[config.mk]
export PLATFORM = sky130hd
export DESIGN_NAME = time_set_editor
export DESIGN_NICKNAME = d
export VERILOG_FILES = /design/src/rtl/time_set_pkg.sv /design/src/rtl/btn_debounce.sv /design/src/rtl/time_set_editor.sv
export SDC_FILE = /design/constraint.sdc
export NUM_CORES = 1
export LEC_CHECK = 0
export BUFFER_PORTS_ARGS = -buffer_cell sky130_fd_sc_hd__buf_2
export CAP_MARGIN = 20
export CORE_ASPECT_RATIO = 0.7
export CORE_MARGIN = 5
export CORE_UTILIZATION = 55
export CTS_CLUSTER_SIZE = 28
export DETAILED_ROUTE_END_ITERATION = 7
export PLACE_DENSITY_LB_ADDON = 0.15
export SYNTH_ARGS = -nofsm -noshare
export SYNTH_HDL_FRONTEND = slang
export SYNTH_HIERARCHICAL = 1
export SYNTH_SLANG_ARGS = --single-unit
[constraint.sdc]
create_clock -name clk -period 3.7 [get_ports clk]
set_input_delay 0.37 -clock clk [delete_from_list [all_inputs] [get_ports clk]]
set_output_delay 0.37 -clock clk [all_outputs]
set_load 0.03 [all_outputs]
[src/rtl/time_set_pkg.sv]
// Shared definitions for the time/date field editor.
//   - FSM state type
//   - field index constants (0=year .. 5=sec)
//   - per-field lower/upper limits (year limits are parameters of the top)
//   - days_in_month(): calendar length of a month, leap rule valid 2001..2099
package time_set_pkg;

    typedef enum logic [0:0] {
        ST_IDLE = 1'b0,
        ST_EDIT = 1'b1
    } edit_state_e;

    localparam logic [2:0] F_YEAR  = 3'd0;
    localparam logic [2:0] F_MONTH = 3'd1;
    localparam logic [2:0] F_DAY   = 3'd2;
    localparam logic [2:0] F_HOUR  = 3'd3;
    localparam logic [2:0] F_MIN   = 3'd4;
    localparam logic [2:0] F_SEC   = 3'd5;

    localparam logic [3:0] MONTH_MIN = 4'd1;
    localparam logic [3:0] MONTH_MAX = 4'd12;
    localparam logic [4:0] DAY_MIN   = 5'd1;
    localparam logic [5:0] HOUR_MIN  = 6'd0;
    localparam logic [5:0] HOUR_MAX  = 6'd23;
    localparam logic [5:0] MIN_MIN   = 6'd0;
    localparam logic [5:0] MIN_MAX   = 6'd59;
    localparam logic [5:0] SEC_MIN   = 6'd0;
    localparam logic [5:0] SEC_MAX   = 6'd59;

    // Every year divisible by 4 is a leap year inside 2001..2099.
    function automatic logic [4:0] days_in_month(input logic [3:0] month,
                                                 input logic [14:0] year);
        logic [4:0] dim;
        logic       leap;
        leap = ((year % 15'd4) == 15'd0);
        case (month)
            4'd2:                    dim = leap ? 5'd29 : 5'd28;
            4'd4, 4'd6, 4'd9, 4'd11: dim = 5'd30;
            default:                 dim = 5'd31;
        endcase
        return dim;
    endfunction

endpackage

[src/rtl/btn_debounce.sv]
// Push-button conditioner: 2-FF synchroniser followed by a stability counter.
// Ports:
//   clk, rst  - clock, synchronous active-high reset (level clears to released)
//   button    - raw asynchronous button input
//   level     - debounced level, changes DEBOUNCE_CYC+2 cycles after raw settles
//   press     - one-cycle pulse, registered together with the 0->1 level change
module btn_debounce #(
    parameter int DEBOUNCE_CYC = 20000
) (
    input  logic clk,
    input  logic rst,
    input  logic button,
    output logic level,
    output logic press
);

    localparam int CNT_W = (DEBOUNCE_CYC > 1) ? $clog2(DEBOUNCE_CYC) : 1;
    localparam logic [CNT_W-1:0] CNT_LAST = CNT_W'(DEBOUNCE_CYC - 1);

    logic             sync_1_r;
    logic             sync_2_r;
    logic [CNT_W-1:0] cnt_r;

    // Synchronise the raw input and accept a new level once it held long enough.
    always_ff @(posedge clk) begin
        if (rst) begin
            sync_1_r <= 1'b0;
            sync_2_r <= 1'b0;
            cnt_r    <= '0;
            level    <= 1'b0;
            press    <= 1'b0;
        end else begin
            sync_1_r <= button;
            sync_2_r <= sync_1_r;
            press    <= 1'b0;
            if (sync_2_r == level) begin
                cnt_r <= '0;
            end else if (cnt_r == CNT_LAST) begin
                level <= sync_2_r;
                press <= sync_2_r;
                cnt_r <= '0;
            end else begin
                cnt_r <= cnt_r + CNT_W'(1);
            end
        end
    end

endmodule

[src/rtl/time_set_editor.sv]
// Debounced, auto-repeating year/month/day/hour/min/sec editor.
// Ports:
//   clk, rst                      - clock, synchronous active-high reset
//   button_mid/l/r/up/down        - raw push-buttons (enter/commit, field select, step)
//   cur_year..cur_sec             - running time, loaded when editing starts
//   year_d..sec_d                 - edited values (registered)
//   field                         - selected field, 0=year .. 5=sec
//   editing                       - high while in the edit state
//   blink                         - toggles every BLINK_CYC cycles while editing
//   commit                        - one-cycle strobe when the edit is accepted
module time_set_editor
    import time_set_pkg::*;
#(
    parameter int DEBOUNCE_CYC     = 20000,
    parameter int REPEAT_DELAY_CYC = 500000,
    parameter int REPEAT_RATE_CYC  = 100000,
    parameter int BLINK_CYC        = 250000,
    parameter int YEAR_MIN         = 2001,
    parameter int YEAR_MAX         = 2099
) (
    input  logic        clk,
    input  logic        rst,
    input  logic        button_mid,
    input  logic        button_l,
    input  logic        button_r,
    input  logic        button_up,
    input  logic        button_down,
    input  logic [14:0] cur_year,
    input  logic [3:0]  cur_month,
    input  logic [4:0]  cur_day,
    input  logic [5:0]  cur_hour,
    input  logic [5:0]  cur_min,
    input  logic [5:0]  cur_sec,
    output logic [14:0] year_d,
    output logic [3:0]  month_d,
    output logic [4:0]  day_d,
    output logic [5:0]  hour_d,
    output logic [5:0]  min_d,
    output logic [5:0]  sec_d,
    output logic [2:0]  field,
    output logic        editing,
    output logic        blink,
    output logic        commit
);

    localparam logic [14:0] YEAR_LO    = 15'(YEAR_MIN);
    localparam logic [14:0] YEAR_HI    = 15'(YEAR_MAX);
    localparam logic [31:0] DELAY_LAST = 32'(REPEAT_DELAY_CYC - 1);
    localparam logic [31:0] RATE_LAST  = 32'(REPEAT_RATE_CYC - 1);
    localparam logic [31:0] BLINK_LAST = 32'(BLINK_CYC - 1);

    edit_state_e state_r;
    logic [31:0] rpt_cnt_r;
    logic        rpt_phase_r;     // 0: waiting for the initial delay, 1: repeating
    logic [31:0] blink_cnt_r;

    logic mid_lvl_s, l_lvl_s, r_lvl_s, up_lvl_s, down_lvl_s;
    logic mid_press_s, l_press_s, r_press_s, up_press_s, down_press_s;
    logic unused_lvl_s;

    logic        up_only_s, down_only_s, held_alone_s;
    logic        press_step_s, rpt_fire_s, step_s;
    logic [2:0]  field_next_s;
    logic [4:0]  dim_cur_s, dim_nxt_s, day_step_s;
    logic [14:0] nxt_year_s;
    logic [3:0]  nxt_month_s;
    logic [4:0]  nxt_day_s;
    logic [5:0]  nxt_hour_s, nxt_min_s, nxt_sec_s;

    btn_debounce #(.DEBOUNCE_CYC(DEBOUNCE_CYC)) u_db_mid (
        .clk(clk), .rst(rst), .button(button_mid), .level(mid_lvl_s), .press(mid_press_s));
    btn_debounce #(.DEBOUNCE_CYC(DEBOUNCE_CYC)) u_db_l (
        .clk(clk), .rst(rst), .button(button_l), .level(l_lvl_s), .press(l_press_s));
    btn_debounce #(.DEBOUNCE_CYC(DEBOUNCE_CYC)) u_db_r (
        .clk(clk), .rst(rst), .button(button_r), .level(r_lvl_s), .press(r_press_s));
    btn_debounce #(.DEBOUNCE_CYC(DEBOUNCE_CYC)) u_db_up (
        .clk(clk), .rst(rst), .button(button_up), .level(up_lvl_s), .press(up_press_s));
    btn_debounce #(.DEBOUNCE_CYC(DEBOUNCE_CYC)) u_db_down (
        .clk(clk), .rst(rst), .button(button_down), .level(down_lvl_s), .press(down_press_s));

    // Only the press pulses matter for mid/l/r.
    assign unused_lvl_s = ^{mid_lvl_s, l_lvl_s, r_lvl_s};

    // Step requests: a fresh press or a due repeat, only while exactly one of up/down is held.
    always_comb begin
        up_only_s    = up_lvl_s & ~down_lvl_s;
        down_only_s  = down_lvl_s & ~up_lvl_s;
        held_alone_s = up_only_s | down_only_s;
        press_step_s = (up_press_s & up_only_s) | (down_press_s & down_only_s);
        rpt_fire_s   = held_alone_s &
                       (rpt_cnt_r == (rpt_phase_r ? RATE_LAST : DELAY_LAST));
        step_s       = press_step_s | rpt_fire_s;
        if (r_press_s) begin
            field_next_s = (field == F_SEC) ? F_YEAR : field + 3'd1;
        end else begin
            field_next_s = (field == F_YEAR) ? F_SEC : field - 3'd1;
        end
    end

    // Next value of the selected field after one step in the held direction, with wrap.
    always_comb begin
        nxt_year_s  = year_d;
        nxt_month_s = month_d;
        nxt_day_s   = day_d;
        nxt_hour_s  = hour_d;
        nxt_min_s   = min_d;
        nxt_sec_s   = sec_d;
        dim_cur_s   = days_in_month(month_d, year_d);
        case (field)
            F_YEAR: begin
                if (up_only_s) nxt_year_s = (year_d >= YEAR_HI) ? YEAR_LO : year_d + 15'd1;
                else           nxt_year_s = (year_d <= YEAR_LO) ? YEAR_HI : year_d - 15'd1;
            end
            F_MONTH: begin
                if (up_only_s) nxt_month_s = (month_d >= MONTH_MAX) ? MONTH_MIN : month_d + 4'd1;
                else           nxt_month_s = (month_d <= MONTH_MIN) ? MONTH_MAX : month_d - 4'd1;
            end
            F_DAY: begin
                if (up_only_s) nxt_day_s = (day_d >= dim_cur_s) ? DAY_MIN : day_d + 5'd1;
                else           nxt_day_s = (day_d <= DAY_MIN) ? dim_cur_s : day_d - 5'd1;
            end
            F_HOUR: begin
                if (up_only_s) nxt_hour_s = (hour_d >= HOUR_MAX) ? HOUR_MIN : hour_d + 6'd1;
                else           nxt_hour_s = (hour_d <= HOUR_MIN) ? HOUR_MAX : hour_d - 6'd1;
            end
            F_MIN: begin
                if (up_only_s) nxt_min_s = (min_d >= MIN_MAX) ? MIN_MIN : min_d + 6'd1;
                else           nxt_min_s = (min_d <= MIN_MIN) ? MIN_MAX : min_d - 6'd1;
            end
            F_SEC: begin
                if (up_only_s) nxt_sec_s = (sec_d >= SEC_MAX) ? SEC_MIN : sec_d + 6'd1;
                else           nxt_sec_s = (sec_d <= SEC_MIN) ? SEC_MAX : sec_d - 6'd1;
            end
            default: begin
                nxt_year_s = year_d;
            end
        endcase
        // A month/year change can shorten the month; pull the day back in the same cycle.
        dim_nxt_s  = days_in_month(nxt_month_s, nxt_year_s);
        day_step_s = ((field == F_YEAR || field == F_MONTH) && (nxt_day_s > dim_nxt_s))
                     ? dim_nxt_s : nxt_day_s;
    end

    // Editor FSM with registered value, field, blink, repeat and commit state.
    always_ff @(posedge clk) begin
        if (rst) begin
            state_r     <= ST_IDLE;
            year_d      <= YEAR_LO;
            month_d     <= MONTH_MIN;
            day_d       <= DAY_MIN;
            hour_d      <= HOUR_MIN;
            min_d       <= MIN_MIN;
            sec_d       <= SEC_MIN;
            field       <= F_YEAR;
            editing     <= 1'b0;
            blink       <= 1'b0;
            commit      <= 1'b0;
            rpt_cnt_r   <= 32'd0;
            rpt_phase_r <= 1'b0;
            blink_cnt_r <= 32'd0;
        end else begin
            commit <= 1'b0;
            case (state_r)
                ST_IDLE: begin
                    blink       <= 1'b0;
                    blink_cnt_r <= 32'd0;
                    rpt_cnt_r   <= 32'd0;
                    rpt_phase_r <= 1'b0;
                    if (mid_press_s) begin
                        year_d  <= cur_year;
                        month_d <= cur_month;
                        day_d   <= cur_day;
                        hour_d  <= cur_hour;
                        min_d   <= cur_min;
                        sec_d   <= cur_sec;
                        field   <= F_YEAR;
                        editing <= 1'b1;
                        state_r <= ST_EDIT;
                    end
                end
                ST_EDIT: begin
                    if (blink_cnt_r == BLINK_LAST) begin
                        blink       <= ~blink;
                        blink_cnt_r <= 32'd0;
                    end else begin
                        blink_cnt_r <= blink_cnt_r + 32'd1;
                    end

                    if (mid_press_s) begin
                        commit      <= 1'b1;
                        editing     <= 1'b0;
                        blink       <= 1'b0;
                        blink_cnt_r <= 32'd0;
                        rpt_cnt_r   <= 32'd0;
                        rpt_phase_r <= 1'b0;
                        state_r     <= ST_IDLE;
                    end else if (l_press_s | r_press_s) begin
                        // l and r in the same cycle cancel each other.
                        if (l_press_s ^ r_press_s) begin
                            field <= field_next_s;
                        end
                        rpt_cnt_r   <= 32'd0;
                        rpt_phase_r <= 1'b0;
                    end else begin
                        if (step_s) begin
                            year_d  <= nxt_year_s;
                            month_d <= nxt_month_s;
                            day_d   <= day_step_s;
                            hour_d  <= nxt_hour_s;
                            min_d   <= nxt_min_s;
                            sec_d   <= nxt_sec_s;
                        end
                        if (!held_alone_s) begin
                            rpt_cnt_r   <= 32'd0;
                            rpt_phase_r <= 1'b0;
                        end else if (step_s) begin
                            rpt_cnt_r   <= 32'd0;
                            rpt_phase_r <= ~press_step_s;
                        end else begin
                            rpt_cnt_r <= rpt_cnt_r + 32'd1;
                        end
                    end
                end
                default: begin
                    state_r <= ST_IDLE;
                    editing <= 1'b0;
                end
            endcase
        end
    end

endmodule

=== Yosys cells after proc, flatten, opt, wreduce, memory -nomap -nowiden ===
Index checks and enable logic that the tools add are counted.

* Flip-flop bits (word level): 209
* Latch bits: 0
* Memory bits (writable): 0
* Memory bits (read-only): 0
* Output and inout port bits: 48
* Word-level logic and storage cells: 259
* Memories kept: 0

* $add $sub $neg: 21
* Multiply operators: 0
* Divide/modulo/power cells: 0
* Magnitude comparators: 13
* Eq/ne operators: 40
* Shifts and indexed selects: 0
* Mux-type cells: 90
* Bitwise logic cells: 25
* Reduce and logical (&&, ||, !) cells: 30

{| class="wikitable"
|+ Operator list
! cell !! number
|-
| $mux 32 || 6
|-
| $mux 6 || 24
|-
| $pmux 32 s2 || 2
|-
| $mux 15 || 8
|-
| $add 15x1->15 const B || 6
|-
| $eq 15x15->1 const B || 5
|-
| $add 32x1->32 const B || 2
|-
| $mux 5 || 9
|-
| $pmux 6 s2 || 3
|-
| $eq 32x18->1 const B || 1
|-
| $eq 32x19->1 || 1
|-
| $mux 4 || 8
|-
| $logic_not 15->1 || 2
|-
| $pmux 15 s2 || 1
|-
| $reduce_or 3->1 || 10
|-
| $mux 3 || 7
|-
| $reduce_and 5->1 || 4
|-
| $mux 19 || 1
|-
| $add 6x1->6 const B || 3
|-
| $le 6x1->1 const B || 3
|-
| $ne 2x1->1 const B || 9
|-
| $sub 6x1->6 const B || 3
|-
| $eq 4x3->1 const B || 4
|-
| $eq 4x4->1 const B || 4
|-
| other kinds (41) || 93
|}

=== Depth between registers and ports, before layout ===
* Depth in word-level cells: 14
* Mapped depth: 20
* Depth with buffers taken out: 19

=== Cells and area by module ===
The synthesis kept the hierarchy.

{| class="wikitable"
|+ By module, submodules not included
! module !! times used !! cells each !! area each (um^2) !! seq. area each (um^2)
|-
| time_set_editor || 1 || 994 || 7648.6 || 2282.2
|-
| btn_debounce || 5 || 86 || 824.5 || 380.4
|}

=== Least setup slack after synthesis ===
No wires, ideal clock.

* Path kind: flip-flop to flip-flop
* From: register year_d[0]
* To: register day_d[1]
* Library setup time: 0.092 ns
* Arrival: 3.899 ns
* Required time: 3.608 ns
* Path slack: -0.291 ns
* Cell stages (with the launch flop): 21
* Buffers on the path: 1
* Period minus slack after synthesis: 3.991 ns
* Cell sequence: dfxtp_1 -> clkbuf_1 -> inv_1 -> ha_1 -> nand2b_1 -> a21oi_1 -> a21oi_1 -> ha_1 -> nand2b_1 -> a21oi_1 -> o211a_1 -> a211oi_1 -> nor2_1 -> ha_1 -> nor2b_1 -> o221ai_1 -> a211oi_1 -> and3_1 -> a31oi_1 -> mux2_2 -> o32ai_1

* Longest elaborated chain between the ends: 14
* Elaborated cells between the ends (all ways): 26
* Classes of those cells: 2 x add/sub; 4 x order compare; 17 x mux; 3 x reduce/logical

{| class="wikitable"
|+ RTL lines
! item !! line !! source
|-
| from (decl) || time_set_editor.sv:34 || <nowiki>output logic [14:0] year_d,</nowiki>
|-
| from (signal assigned) || time_set_editor.sv:170 || <nowiki>year_d <= cur_year;</nowiki>
|-
| from (signal assigned) || time_set_editor.sv:206 || <nowiki>year_d <= nxt_year_s;</nowiki>
|-
| $sub 15x1->15 (tied with other cells) || time_set_editor.sv:112 || <nowiki>else nxt_year_s = (year_d <= YEAR_LO) ? YEAR_HI : year_d - 15'd1;</nowiki>
|-
| $mux 15 (tied with other cells) || time_set_editor.sv:112 ||
|-
| $mux 15 or $pmux 2 s2 (tied branches) || time_set_editor.sv:111, time_set_pkg.sv:36 ||
|-
| $mux 15 or $ge 5x5->1 (tied branches) || time_set_editor.sv:109, time_set_editor.sv:119 ||
|-
| $logic_not 15->1 or $mux 5 (tied branches) || time_set_pkg.sv:35, time_set_editor.sv:119 ||
|-
| $mux 1 or $mux 5 (tied branches) || time_set_pkg.sv:37, time_set_editor.sv:119 ||
|-
| $pmux 2 s2 or $mux 5 (tied branches) || time_set_pkg.sv:36, time_set_editor.sv:109 ||
|-
| $gt 5x5->1 || time_set_editor.sv:140 || <nowiki>day_step_s = ((field == F_YEAR || field == F_MONTH) && (nxt_day_s > dim_nxt_s))</nowiki>
|-
| $logic_and 1x1->1 || time_set_editor.sv:140 ||
|-
| $mux 5 (*) || time_set_editor.sv:141 || <nowiki>? dim_nxt_s : nxt_day_s;</nowiki>
|-
| $mux 5 (*) || time_set_editor.sv:205 || <nowiki>if (step_s) begin</nowiki>
|-
| $mux 5 (*) || time_set_editor.sv:197 || <nowiki>end else if (l_press_s | r_press_s) begin</nowiki>
|-
| $mux 5 (*) || time_set_editor.sv:189 || <nowiki>if (mid_press_s) begin</nowiki>
|-
| $pmux 5 s2 (*) || time_set_editor.sv:163 || <nowiki>case (state_r)</nowiki>
|-
| to (signal assigned) || time_set_editor.sv:172 || <nowiki>day_d <= cur_day;</nowiki>
|-
| to (signal assigned) || time_set_editor.sv:208 || <nowiki>day_d <= day_step_s;</nowiki>
|-
| to (decl) || time_set_editor.sv:36 || <nowiki>output logic [4:0] day_d,</nowiki>
|}

Every way passes the cells marked *; elsewhere a longest branch is shown, timed or not. The select of a mux whose other input is x is not followed.
A chain may end at the register's enable or synchronous reset.

=== Worst setup path after layout ===
* From: register year_d[0]
* To: register day_d[0]

The elaborated chain is that of the path after synthesis.

==> results.md <==
| Metric | Reported | Unit |
| --- | --- | --- |
| Wire length of the first global-routing pass | 48700 | µm |
| Post-layout nets | 1621 | - |
| Post-synth top area share | 35.5 | % |
| Relative slew margins | 33.8 | % |
| Worst slack at placement | -0.125 | ns |
| Routed wire length per instance | 16.1 | µm |
| Endpoints failing hold | 0 | - |
| Die area | 24500 | µm² |
| Number of synthesized flops with an enable pin | 0 | - |
| Category of the worst setup path capture point | register | - |
| Required time of the critical path | 4.10 | ns |
| Clk slew on worst S/H paths | 0.07 | ns |
| Crit-path max FO | 11 | - |
| Final worst setup slack | 0.156 | ns |
| Total power of the final layout | 4.67 | mW |
| Area contributors post-synth | dfxtp_1 (36%), nor2_1 (7.8%), xnor2_1 (6.6%) | - |
| Synthesized instance count | 1424 | - |
| Maximum number of pins on one net before global-route repair | 48 | - |
| Number of vias per cell after detailed routing | 5.77 | - |
| Flip-flop cell with the highest count after synthesis | dfxtp_1 | - |
| Distinct cell type count after synthesis | 83 | - |
| I/O pin cnt | 97 | - |
| Maximum count of clock buffers along a single path | 3 | - |
| Pwr dens | 344 | nW/µm² |
| Synthesized area divided by synthesized cell count | 8.27 | µm² |
| Cell type with the largest total area after synthesis | dfxtp_1 | - |
| Vias after detailed routing | 10.5k | - |
| Cell at the root of the clock tree | clkbuf_16 | - |
| Most common cell after layout, fill and taps aside | nor2_1 | - |
| Number of violations of the max-capacitance limit | 0 | - |
| Placer's final routability congestion estimate | 0.933 | - |
| Signed area change from the synthesized netlist to the final layout | 15.4 | % |
| DIE HEIGHT | 132 | µm |
| Rows | 44 | - |
| Maximum level of the CTS H-tree | 1 | - |
| Area of the multi-input gates | 7180 | µm² |
| Cts bufs inserted | 22 | - |
| Min-Delay Path Class | input pin to register | - |
| Hold buffer count at CTS | 0 | - |
| Run status | finished, final reports clean | - |
| Synthesized cell area | 11800 | µm² |
| Setup clock skew after layout | 0.0198 | ns |
| Wirelength, routed | 29400 | µm |
| TritonCTS sink count | 209 | - |
| CTS tree | yes | - |
| Slew @ Worst Pin | 0.984 | ns |
| Arrival time worst endpoint | 3.95 | ns |
| Core region area | 20900 | µm² |
| Total routing usage reported by global routing | 23.2 | % |
| Port-buffer cells | 96 | - |
| Sequential cell area fraction in the yosys report | 35.5 | % |
| Net count after synthesis | 1514 | - |
| Overall overflow remaining after global route | 0 | - |
| Final cycle utilization of the critical path | 95.8 | % |
| Fraction of final layout cells sized beyond drive strength 1 | 17.1 | % |
| Leakage component of the power | 4.70 | nW |
| Final Critical Period | 3.54 | ns |
| Number of warnings printed during yosys synthesis | 6 | - |
| Via count of the first global-routing pass | 9746 | - |
| Latest clock arrival within the worst-skew pair | 0.53 | ns |
| Largest vdd supply drop | 0.322 | mV |
| FF+latch count, synth | 209 | - |
| Max Clk Rate | 282 | MHz |
| Antenna Nets Post-Route | 0 | - |
| Detailed Route Iter0 Violations | 932 | - |
| Commonest cells after routing, fill and taps aside | nor2_1 (245), dfxtp_1 (203), buf_2 (96), nand2_1 (94), xnor2_1 (89) | - |
| Fillers | 1797 | - |
| CP startpoint kind | register | - |
| Ys async rst share | 0 | % |
| DRC viols | 0 | - |
| Initial standard-cell utilization of the core | 56.4 | % |
| First-pass DRT Iterations | 5 | - |
| HPWL Detailed | 20300 | µm |
| Antenna violations before repair | 1 | - |
| Die width | 185 | µm |
| Register Area | 4200 | µm² |
| Final Max Slew Viols | 0 | - |
| Critical path type | register to register | - |
| Number of setup violations in the final report | 0 | - |
## power breakdown
part	internal [mW]	leakage, nW	switching (mW)
logic	0.0326	2.64	0.0405
registers	2.25	1.69	0.00448
clock network	1.41	0.367	0.934
## cell usage after synthesis (11+ instances only)
| master | count |
|---|---|
| nor3_1 | 39 |
| a31oi_1 | 12 |
| o211ai_1 | 17 |
| o21ai_0 | 37 |
| nand4_1 | 35 |
| nor2b_1 | 22 |
| nand2b_1 | 14 |
| nor4_2 | 15 |
| xor2_1 | 61 |
| and3_1 | 18 |
| dfxtp_1 | 209 |
| nand2_1 | 95 |
| nor4b_1 | 11 |
| nor4_1 | 18 |
| a21oi_1 | 52 |
| nand3_1 | 70 |
| a211oi_1 | 24 |
| mux2i_1 | 11 |
| ha_1 | 41 |
| or3_1 | 11 |
| clkbuf_1 | 46 |
| nor2_1 | 245 |
| inv_1 | 55 |
| xnor2_1 | 89 |
## through the flow
stage | instance area [µm²] | setup TNS, ns | hold WS, ns | cells | utilization (%)
finish | 13600 | 0 | 0.0620 | 1820 | 65.1
floorplan | 11800 | 0 | 0.414 | 1424 | -
global placement | 12600 | 0 | 0.418 | 1769 | 60.2
global route | 13600 | -0.0214 | 0.104 | 1820 | 65.1
CTS | 13500 | 0 | 0.0503 | 1818 | 64.5
detailed placement | 12600 | -0.243 | 0.427 | 1769 | 60.2
## critical path, stage by stage, from the launching register on
cell       delay (ns)
dfxtp_4          0.34
buf_4            0.17
ha_2             0.22
a2111oi_2        0.24
o211ai_1         0.21
a211o_1          0.32
a31oi_2          0.22
o2bb2ai_1        0.17
a21oi_1          0.10
ha_1             0.31
nand2_2          0.07
o221ai_2         0.10
a211oi_2         0.20
and3_4           0.23
a31oi_4          0.04
nor2b_4          0.17
o41a_1           0.30
## what timing repair did
action,CTS,global route
gates resized for setup,7,29
endpoints found under the setup margin,2,3
pin swaps,2,16
buffers inserted,13,1
hold endpoints to repair,0,0
## cell families after synthesis
family	synth area share, %
simple gates	28.9
xor+xnor	11.2
flops	35.5
mux	1.22
buf+inv	4.76
compound gates	14.1
fa+ha+maj	4.36
## routing by layer
metal | vias to the layer above | track usage [%] | part of all wire [%] | wire [µm]
li1 | 5244 | - | - | -
met3 | 61 | 3.20 | 6.9 | 2020
met5 | - | 0 | 0 | 0
met2 | 354 | 33.7 | 41 | 12100
met1 | 4844 | 35.9 | 50 | 14600
met4 | 0 | 6.07 | 2.3 | 689
## sequential cells by signal, indices dropped and copies added (netlist names), 3 cells and up
name and cells:
u_db_l/cnt_r 15, field 3, blink_cnt_r 32, hour_d 6
u_db_r/cnt_r 15, month_d 4, u_db_up/cnt_r 15, u_db_down/cnt_r 15
rpt_cnt_r 32, day_d 5, u_db_mid/cnt_r 15, sec_d 6
min_d 6, year_d 15
## path summary, 6_finish.rpt
kind,endpoint,startpoint,cells after the start,slack (ns)
max,day_d[0],year_d[0],16,0.16
min,u_db_mid/sync_1_r,button_mid,2,0.06
max reg2reg,day_d[0],year_d[0],16,0.16
min reg2reg,u_db_l/sync_2_r,u_db_l/sync_1_r,1,0.42
## layout make-up
type | count | share of cell area (%)
Inverter | 56 | 1.57
Sequential cell | 209 | 30.9
Timing Repair Buffer | 149 | 6.46
Antenna cell | 1 | 0.0184
Clock buffer | 29 | 4.62
Clock inverter | 7 | 1.03
Tap cell | 276 | 2.54
Multi-Input combinational cell | 1093 | 52.9
(Power assumes the default switching activity.)
